$ cat src/rtl/icache_pkg.sv
// Shared I-cache definitions: refill FSM states, address-geometry helpers and
// address field extraction used by both the refill controller and the lookup path.
// Extract functions work on a 64-bit container; callers cast the result to their field width.
package icache_pkg;

  typedef enum logic [2:0] {
    FLUSH    = 3'd0,
    IDLE     = 3'd1,
    MEM_REQ  = 3'd2,
    MEM_RECV = 3'd3,
    WRITE    = 3'd4
  } refill_state_e;

  function automatic int icache_off_w(input int line_bytes);
    return $clog2(line_bytes);
  endfunction

  function automatic int icache_bank_w(input int num_banks);
    return $clog2(num_banks);
  endfunction

  function automatic int icache_tag_width(input int addr_width, input int line_bytes,
                                          input int num_banks, input int set_w);
    return addr_width - icache_off_w(line_bytes) - icache_bank_w(num_banks) - set_w;
  endfunction

  // Address layout, MSB to LSB: {tag, set, bank, offset}
  function automatic logic [63:0] icache_addr_bank(input logic [63:0] addr, input int off_w,
                                                   input int bank_w);
    return (addr >> off_w) & ((64'd1 << bank_w) - 64'd1);
  endfunction

  function automatic logic [63:0] icache_addr_set(input logic [63:0] addr, input int off_w,
                                                  input int bank_w, input int set_w);
    return (addr >> (off_w + bank_w)) & ((64'd1 << set_w) - 64'd1);
  endfunction

  function automatic logic [63:0] icache_addr_tag(input logic [63:0] addr, input int off_w,
                                                  input int bank_w, input int set_w);
    return addr >> (off_w + bank_w + set_w);
  endfunction

  function automatic logic [63:0] icache_line_base(input logic [63:0] addr, input int off_w);
    return addr & ~((64'd1 << off_w) - 64'd1);
  endfunction

endpackage

$ cat src/rtl/icache_victim_sel.sv
// Victim way selector for I-cache refills.
// Latency: way_o is registered; it moves to the next victim the cycle after advance_i.
// Backpressure: none; advance_i is a single-cycle strobe from the refill write cycle.
// Ports: clk_i/rst_i (sync, active-high), advance_i (step the selector), way_o (current victim).
// Build option ICACHE_LFSR_VICTIM_EN: pseudo-random victim from an 8-bit LFSR
// (x^8+x^6+x^5+x^4+1, seed 8'h01); otherwise a round-robin pointer.
module icache_victim_sel #(
  parameter int NUM_WAYS = 4,
  localparam int WAY_W   = $clog2(NUM_WAYS)
) (
  input  logic             clk_i,
  input  logic             rst_i,
  input  logic             advance_i,
  output logic [WAY_W-1:0] way_o
);

`ifdef ICACHE_LFSR_VICTIM_EN
  logic [7:0] lfsr_q, lfsr_d;

  // Fibonacci form: taps at bits 8,6,5,4 (1-based) shift into the LSB.
  always_comb begin
    lfsr_d = lfsr_q;
    if (advance_i) begin
      lfsr_d = {lfsr_q[6:0], lfsr_q[7] ^ lfsr_q[5] ^ lfsr_q[4] ^ lfsr_q[3]};
    end
  end

  always_ff @(posedge clk_i) begin
    if (rst_i) begin
      lfsr_q <= 8'h01;
    end else begin
      lfsr_q <= lfsr_d;
    end
  end

  assign way_o = lfsr_q[WAY_W-1:0];
`else
  logic [WAY_W-1:0] ptr_q, ptr_d;

  always_comb begin
    ptr_d = ptr_q;
    if (advance_i) begin
      if (ptr_q == WAY_W'(NUM_WAYS - 1)) begin
        ptr_d = '0;
      end else begin
        ptr_d = ptr_q + WAY_W'(1);
      end
    end
  end

  always_ff @(posedge clk_i) begin
    if (rst_i) begin
      ptr_q <= '0;
    end else begin
      ptr_q <= ptr_d;
    end
  end

  assign way_o = ptr_q;
`endif

endmodule

$ cat src/rtl/icache_refill_ctrl.sv
// I-cache refill/invalidate controller: owns tag+data array writes, one miss at a time.
// Latency: miss accepted at T -> mem request at T+1; last beat at L -> array write at L+1, ready at L+2.
// Backpressure: miss_ready_o low outside IDLE or while a flush is requested; mem request held until ready.
// Ports: miss_* (fetch miss handshake), flush_i/flush_busy_o (full invalidate), mem_req_*/mem_rsp_*
//   (line fetch, response has no backpressure), tag_w_*/tag_we*/tag_wdata_* and data_we*/data_wdata_o
//   (array write ports), refill_done_o/refill_way_o (write-cycle pulse and chosen way).
// Build option ICACHE_LFSR_VICTIM_EN: selects the LFSR victim policy in icache_victim_sel.
module icache_refill_ctrl
  import icache_pkg::*;
#(
  parameter int NUM_WAYS            = 4,
  parameter int NUM_BANKS           = 4,
  parameter int SETS_PER_BANK_WIDTH = 8,
  parameter int ADDR_WIDTH          = 32,
  parameter int LINE_BYTES          = 16,
  parameter int MEM_DATA_WIDTH      = 64,
  localparam int OFF_W     = icache_off_w(LINE_BYTES),
  localparam int BANK_W    = icache_bank_w(NUM_BANKS),
  localparam int TAG_WIDTH = icache_tag_width(ADDR_WIDTH, LINE_BYTES, NUM_BANKS, SETS_PER_BANK_WIDTH),
  localparam int WAY_W     = $clog2(NUM_WAYS),
  localparam int LINE_W    = LINE_BYTES * 8
) (
  input  logic                           clk_i,
  input  logic                           rst_i,
  input  logic                           miss_valid_i,
  output logic                           miss_ready_o,
  input  logic [ADDR_WIDTH-1:0]          miss_addr_i,
  input  logic                           flush_i,
  output logic                           flush_busy_o,
  output logic                           mem_req_valid_o,
  input  logic                           mem_req_ready_i,
  output logic [ADDR_WIDTH-1:0]          mem_req_addr_o,
  input  logic                           mem_rsp_valid_i,
  input  logic [MEM_DATA_WIDTH-1:0]      mem_rsp_data_i,
  output logic [SETS_PER_BANK_WIDTH-1:0] tag_w_bank_addr_o,
  output logic [BANK_W-1:0]              tag_w_bank_sel_o,
  output logic [NUM_WAYS-1:0]            tag_we_way_mask_o,
  output logic [TAG_WIDTH-1:0]           tag_wdata_tag_o,
  output logic                           tag_wdata_valid_o,
  output logic [NUM_WAYS-1:0]            data_we_way_mask_o,
  output logic [LINE_W-1:0]              data_wdata_o,
  output logic                           refill_done_o,
  output logic [WAY_W-1:0]               refill_way_o
);

  localparam int BEATS  = LINE_W / MEM_DATA_WIDTH;
  localparam int BEAT_W = (BEATS > 1) ? $clog2(BEATS) : 1;
  localparam int CNT_W  = SETS_PER_BANK_WIDTH + BANK_W;

  refill_state_e             state_q, state_d;
  logic [CNT_W-1:0]          flush_cnt_q, flush_cnt_d;
  logic                      flush_pend_q, flush_pend_d;
  logic [BEAT_W-1:0]         beat_cnt_q, beat_cnt_d;
  logic [ADDR_WIDTH-1:0]     addr_q, addr_d;
  logic [LINE_W-1:0]         line_q, line_d;
  logic [WAY_W-1:0]          victim_way;
  logic                      victim_adv;

  // Fields of the latched miss address, as seen by the arrays.
  logic [SETS_PER_BANK_WIDTH-1:0] miss_set;
  logic [BANK_W-1:0]              miss_bank;
  logic [TAG_WIDTH-1:0]           miss_tag;
  logic [ADDR_WIDTH-1:0]          miss_line_addr;

  assign miss_set  = SETS_PER_BANK_WIDTH'(icache_addr_set(64'(addr_q), OFF_W, BANK_W,
                                                          SETS_PER_BANK_WIDTH));
  assign miss_bank = BANK_W'(icache_addr_bank(64'(addr_q), OFF_W, BANK_W));
  assign miss_tag  = TAG_WIDTH'(icache_addr_tag(64'(addr_q), OFF_W, BANK_W, SETS_PER_BANK_WIDTH));
  assign miss_line_addr = ADDR_WIDTH'(icache_line_base(64'(addr_q), OFF_W));

  assign victim_adv = refill_done_o;

  icache_victim_sel #(
    .NUM_WAYS (NUM_WAYS)
  ) u_victim_sel (
    .clk_i     (clk_i),
    .rst_i     (rst_i),
    .advance_i (victim_adv),
    .way_o     (victim_way)
  );

  always_comb begin
    state_d      = state_q;
    flush_cnt_d  = flush_cnt_q;
    flush_pend_d = flush_pend_q;
    beat_cnt_d   = beat_cnt_q;
    addr_d       = addr_q;
    line_d       = line_q;

    miss_ready_o       = 1'b0;
    flush_busy_o       = (state_q == FLUSH);
    mem_req_valid_o    = 1'b0;
    mem_req_addr_o     = '0;
    tag_w_bank_addr_o  = '0;
    tag_w_bank_sel_o   = '0;
    tag_we_way_mask_o  = '0;
    tag_wdata_tag_o    = '0;
    tag_wdata_valid_o  = 1'b0;
    data_we_way_mask_o = '0;
    data_wdata_o       = line_q;
    refill_done_o      = 1'b0;
    refill_way_o       = '0;

    case (state_q)
      FLUSH: begin
        // Sweep counter is {set, bank}; invalidate that entry in every way.
        tag_we_way_mask_o = '1;
        tag_w_bank_sel_o  = flush_cnt_q[BANK_W-1:0];
        tag_w_bank_addr_o = flush_cnt_q[CNT_W-1:BANK_W];
        flush_cnt_d       = flush_cnt_q + CNT_W'(1);
        if (flush_cnt_q == {CNT_W{1'b1}}) begin
          state_d = IDLE;
        end
      end
      IDLE: begin
        miss_ready_o = ~flush_i & ~flush_pend_q;
        if (flush_i || flush_pend_q) begin
          state_d = FLUSH;
        end else if (miss_valid_i) begin
          addr_d  = miss_addr_i;
          state_d = MEM_REQ;
        end
      end
      MEM_REQ: begin
        mem_req_valid_o = 1'b1;
        mem_req_addr_o  = miss_line_addr;
        if (mem_req_ready_i) begin
          beat_cnt_d = '0;
          state_d    = MEM_RECV;
        end
      end
      MEM_RECV: begin
        if (mem_rsp_valid_i) begin
          line_d[beat_cnt_q*MEM_DATA_WIDTH +: MEM_DATA_WIDTH] = mem_rsp_data_i;
          beat_cnt_d = beat_cnt_q + BEAT_W'(1);
          if (beat_cnt_q == BEAT_W'(BEATS - 1)) begin
            state_d = WRITE;
          end
        end
      end
      WRITE: begin
        tag_we_way_mask_o  = NUM_WAYS'(1) << victim_way;
        data_we_way_mask_o = NUM_WAYS'(1) << victim_way;
        tag_w_bank_sel_o   = miss_bank;
        tag_w_bank_addr_o  = miss_set;
        tag_wdata_tag_o    = miss_tag;
        tag_wdata_valid_o  = 1'b1;
        refill_done_o      = 1'b1;
        refill_way_o       = victim_way;
        state_d            = flush_pend_q ? FLUSH : IDLE;
      end
      default: begin
        state_d = FLUSH;
      end
    endcase

    // A flush that arrives mid-refill waits for the line write to finish.
    if (flush_i && (state_q == MEM_REQ || state_q == MEM_RECV || state_q == WRITE)) begin
      flush_pend_d = 1'b1;
    end
    if (state_d == FLUSH && state_q != FLUSH) begin
      flush_pend_d = 1'b0;
      flush_cnt_d  = '0;
    end

    // Outputs are quiet during reset regardless of the stale state register,
    // except flush_busy_o which already reflects the sweep that reset will start.
    if (rst_i) begin
      miss_ready_o       = 1'b0;
      flush_busy_o       = 1'b1;
      mem_req_valid_o    = 1'b0;
      mem_req_addr_o     = '0;
      tag_w_bank_addr_o  = '0;
      tag_w_bank_sel_o   = '0;
      tag_we_way_mask_o  = '0;
      tag_wdata_tag_o    = '0;
      tag_wdata_valid_o  = 1'b0;
      data_we_way_mask_o = '0;
      data_wdata_o       = '0;
      refill_done_o      = 1'b0;
      refill_way_o       = '0;
    end
  end

  always_ff @(posedge clk_i) begin
    if (rst_i) begin
      state_q      <= FLUSH;
      flush_cnt_q  <= '0;
      flush_pend_q <= 1'b0;
      beat_cnt_q   <= '0;
    end else begin
      state_q      <= state_d;
      flush_cnt_q  <= flush_cnt_d;
      flush_pend_q <= flush_pend_d;
      beat_cnt_q   <= beat_cnt_d;
    end
  end

  // Address and line buffers are only consumed in states reached after a fresh
  // miss handshake and full beat sequence, so they need no reset.
  always_ff @(posedge clk_i) begin
    addr_q <= addr_d;
    line_q <= line_d;
  end

endmodule

$ cat config.mk
export PLATFORM = sky130hd
export DESIGN_NAME = icache_refill_ctrl
export DESIGN_NICKNAME = d
export VERILOG_FILES = /design/src/rtl/icache_pkg.sv /design/src/rtl/icache_victim_sel.sv /design/src/rtl/icache_refill_ctrl.sv
export SDC_FILE = /design/constraint.sdc
export NUM_CORES = 1
export LEC_CHECK = 0
export ABC_CLOCK_PERIOD_IN_PS = 18600
export CORE_MARGIN = 8
export CORE_UTILIZATION = 39
export DETAILED_ROUTE_END_ITERATION = 16
export PLACE_DENSITY = 0.85
export RECOVER_POWER = 25
export SLEW_MARGIN = 30
export SYNTH_ARGS = -nofsm -noshare
export SYNTH_HDL_FRONTEND = slang
export SYNTH_HIERARCHICAL = 1
export SYNTH_SLANG_ARGS = --single-unit
$ cat constraint.sdc
create_clock -name clk_i -period 18.6 [get_ports clk_i]
set_input_delay 3.72 -clock clk_i [delete_from_list [all_inputs] [get_ports clk_i]]
set_output_delay 3.72 -clock clk_i [all_outputs]
set_load 0.02 [all_outputs]
==> insert_results.sql <==
INSERT INTO impl_metrics (metric_group, metric, value, unit) VALUES
('status', 'run_status', 'finished, final reports clean', ''),
('global_routing', 'gr-max-usage-layer', 'met2', ''),
('global_routing', 'grt_start_max_net_pins', '133', ''),
('placed_design', 'place.gp.congestion', '0.800', ''),
('cells_and_area', 'final_common_cell', 'clkdlybuf4s50_1', ''),
('floorplanning', 'die_width', '158', 'um'),
('clocking', 'htreeDepth', '4', ''),
('timing', 'final.hold.worst_slack', '531', 'ps'),
('pwr', 'power-per-cell-area', '73.6', 'mW/mm^2'),
('timing', 'rsz0062_at_grt', 'no', ''),
('detailed_routing', 'totalWireLength', '21400', 'um'),
('synthesis', 'synth_cell_type_count', '37', ''),
('cells_and_area', 'syn2layout_area_growth', '48.3', '%'),
('floorplanning', 'fp.dieArea', '0.0249', 'sq mm'),
('clocking', 'cts.repair.resized', '0', ''),
('detailed_routing', 'remaining_routing_drc_violations', '0', ''),
('timing', 'final.setup_skew', '5.55', 'ps'),
('synthesis', 'synth.yosys.warnings', '6', ''),
('synthesis', 'synth.yosys.seq_area_share', '63.9', '%'),
('cells_and_area', 'finalCoreUtilization', '58.3', '%'),
('global_routing', 'number_of_antenna_violations_at_the_first_check_in_global_routing', '5', ''),
('clocking', 'buffers_inserted_during_post_cts_setup_optimization', '0', ''),
('setup_path', 'worst-setup-path-type', 'input port to primary output', ''),
('setup_path', 'end_kind', 'primary output', ''),
('pwr', 'power.leakage', '3.86', 'nW'),
('clocking', 'clkTransAtPathRegs', '70', 'ps'),
('pwr', 'vdd_drop_max', '0.0000587', 'V'),
('clocking', 'clock_insertion_delay_worst_skew', '420', 'ps'),
('timing', 'final.period_utilization', '50.9', '%'),
('global_routing', 'grtUsageMet2', '29.3', '%'),
('timing', 'worst_slew_pin_slew', '914', 'ps'),
('clocking', 'clock-sinks', '173', ''),
('global_routing', 'wire_length_of_the_first_global_routing_pass', '31600', 'um'),
('detailed_routing', 'drt-pass1-iter-count', '5', ''),
('floorplanning', 'placeableCoreArea', '0.0200', 'sq mm'),
('pwr', 'clock_power_share', '41.8', '%'),
('pwr', 'p_sw_share', '22.8', '%'),
('timing', 'hold_violations', '0', ''),
('global_routing', 'grt_remaining_overflow', '0', ''),
('global_routing', 'groute.usage.overall', '16.9', '%'),
('cells_and_area', 'drive_above_1_share', '5.34', '%'),
('pwr', 'internal_power', '0.000662', 'W'),
('pwr', 'netSwitchingPower', '0.000196', 'W'),
('timing', 'post-route-min-period', '9470', 'ps'),
('detailed_routing', 'vias', '5545', ''),
('synthesis', 'synth_area', '0.00786', 'sq mm'),
('clocking', 'cts_root_buffer', 'clkbuf_16', ''),
('timing', 'max_slew_margin', '38.9', '%'),
('floorplanning', 'start_util', '39.3', '%'),
('setup_path', 'slowest_cell_delay_on_critical_path', '630', 'ps'),
('placed_design', 'worst_slack_at_placement', '9070', 'ps'),
('placed_design', 'io_buffers', '296', ''),
('synthesis', 'ys_seq_elements', '173', ''),
('floorplanning', 'io_pins', '305', ''),
('clocking', 'cts_tree', 'built', ''),
('setup_path', 'crit_path_cell_trace', 'buf_4 -> nor3_2 -> buf_4 -> and2_1 -> clkdlybuf4s50_1', ''),
('timing', 'drv_slew', '0', ''),
('setup_path', 'critPathLaunchType', 'input port', ''),
('clocking', 'cts_max_path_buffers', '2', ''),
('detailed_routing', 'wl_per_cell', '17.7', 'um'),
('floorplanning', 'rows', '52', ''),
('timing', 'setup_tns', '0', 'ps'),
('timing', 'post-route-worst-setup-slack', '9130', 'ps'),
('cells_and_area', 'finalNetCount', '1028', ''),
('pwr', 'combinationalPowerShare', '9.1', '%'),
('cells_and_area', 'layout.cell_area.non_filler', '0.0117', 'sq mm'),
('clocking', 'holdBufCountCts', '0', ''),
('flow_run', 'cap_viol_max_count', '0', ''),
('synthesis', 'synthArstFlopShare', '0', '%'),
('placed_design', 'place_area', '0.0111', 'sq mm'),
('synthesis', 'netlist_instances', '644', '');
power groups by stage:
stage | Clock [W] | Combinational, W | Sequential (W)
after floorplan | 0 | 0.0000334 | 0.000430
after global placement | 0 | 0.0000803 | 0.000430
after detailed placement | 0 | 0.0000822 | 0.000430
after CTS | 0.000368 | 0.0000825 | 0.000421
after global routing | 0.000380 | 0.0000836 | 0.000421
final | 0.000359 | 0.0000780 | 0.000421
layout make-up:
cell class,count,area [sq um]
Clock buffer,17,425
Fill cell,1596,8320
Sequential cell,173,5030
Timing Repair Buffer,304,3020
Antenna cell,2,5.00
Multi-Input combinational cell,423,2650
Inverter,5,18.8
Tap cell,270,338
Clock inverter,15,163
per-layer routing:
metal | share of wire, % | routed length, um | vias to the layer above
li1 | - | - | 2699
met1 | 37 | 7840 | 2602
met2 | 50 | 10600 | 208
met3 | 11 | 2360 | 32
met4 | 2.3 | 483 | 4
met5 | 0.11 | 23 | -
synth_stat cells (all sizes together) (6+ instances only):
cell type / count / area share (%)
mux2i: 12 / 1.5
a21oi: 8 / 0.51
nor2b: 196 / 16
and2: 113 / 9.0
edfxtp: 156 / 60
nand2: 7 / 0.33
dfxtp: 17 / 4.3
nor2: 28 / 1.4
buf: 8 / 0.65
nor3: 8 / 0.51
nand2b: 6 / 0.48
clkbuf: 38 / 1.8
critical path, delay by kind of cell:
family | cells | cell delay, ps
buf+inv | 3 | 1270
simple gates | 2 | 740
state kept, by name, indices dropped and copies added (netlist names):
name and flops:
addr_q 28, state_q 3, beat_cnt_q 1, line_q 128, flush_pend_q 1, flush_cnt_q 10
u_victim_sel/way_o 2
metrics by stage:
stage / total power [W] / std cells
3_5_place_dp: 0.000512 / 1175
3_3_place_gp: 0.000510 / 1175
6_report: 0.000858 / 1209
2_1_floorplan: 0.000463 / 647
4_1_cts: 0.000872 / 1207
5_1_grt: 0.000885 / 1209
cell families after synthesis:
| logic type | Yosys count | synth area share [%] |
|---|---|---|
| flops | 173 | 63.9 |
| mux | 12 | 1.53 |
| simple gates | 379 | 29.2 |
| buf+inv | 51 | 2.71 |
| other cells | 1 | 0.0477 |
| compound gates | 17 | 1.26 |
| xor+xnor | 9 | 1.00 |
| fa+ha+maj | 2 | 0.318 |
path summary, 6_finish.rpt:
| kind | start | slack (ps) | endpoint | cells after the start |
|---|---|---|---|---|
| min | flush_cnt_q[9] | 530 | state_q[0] | 2 |
| min reg2reg | flush_cnt_q[9] | 530 | state_q[0] | 2 |
| max reg2reg | state_q[0] | 15940 | line_q[116] | 3 |
| max | rst_i | 9130 | mem_req_addr_o[12] | 5 |
(Power assumes the default switching activity.)
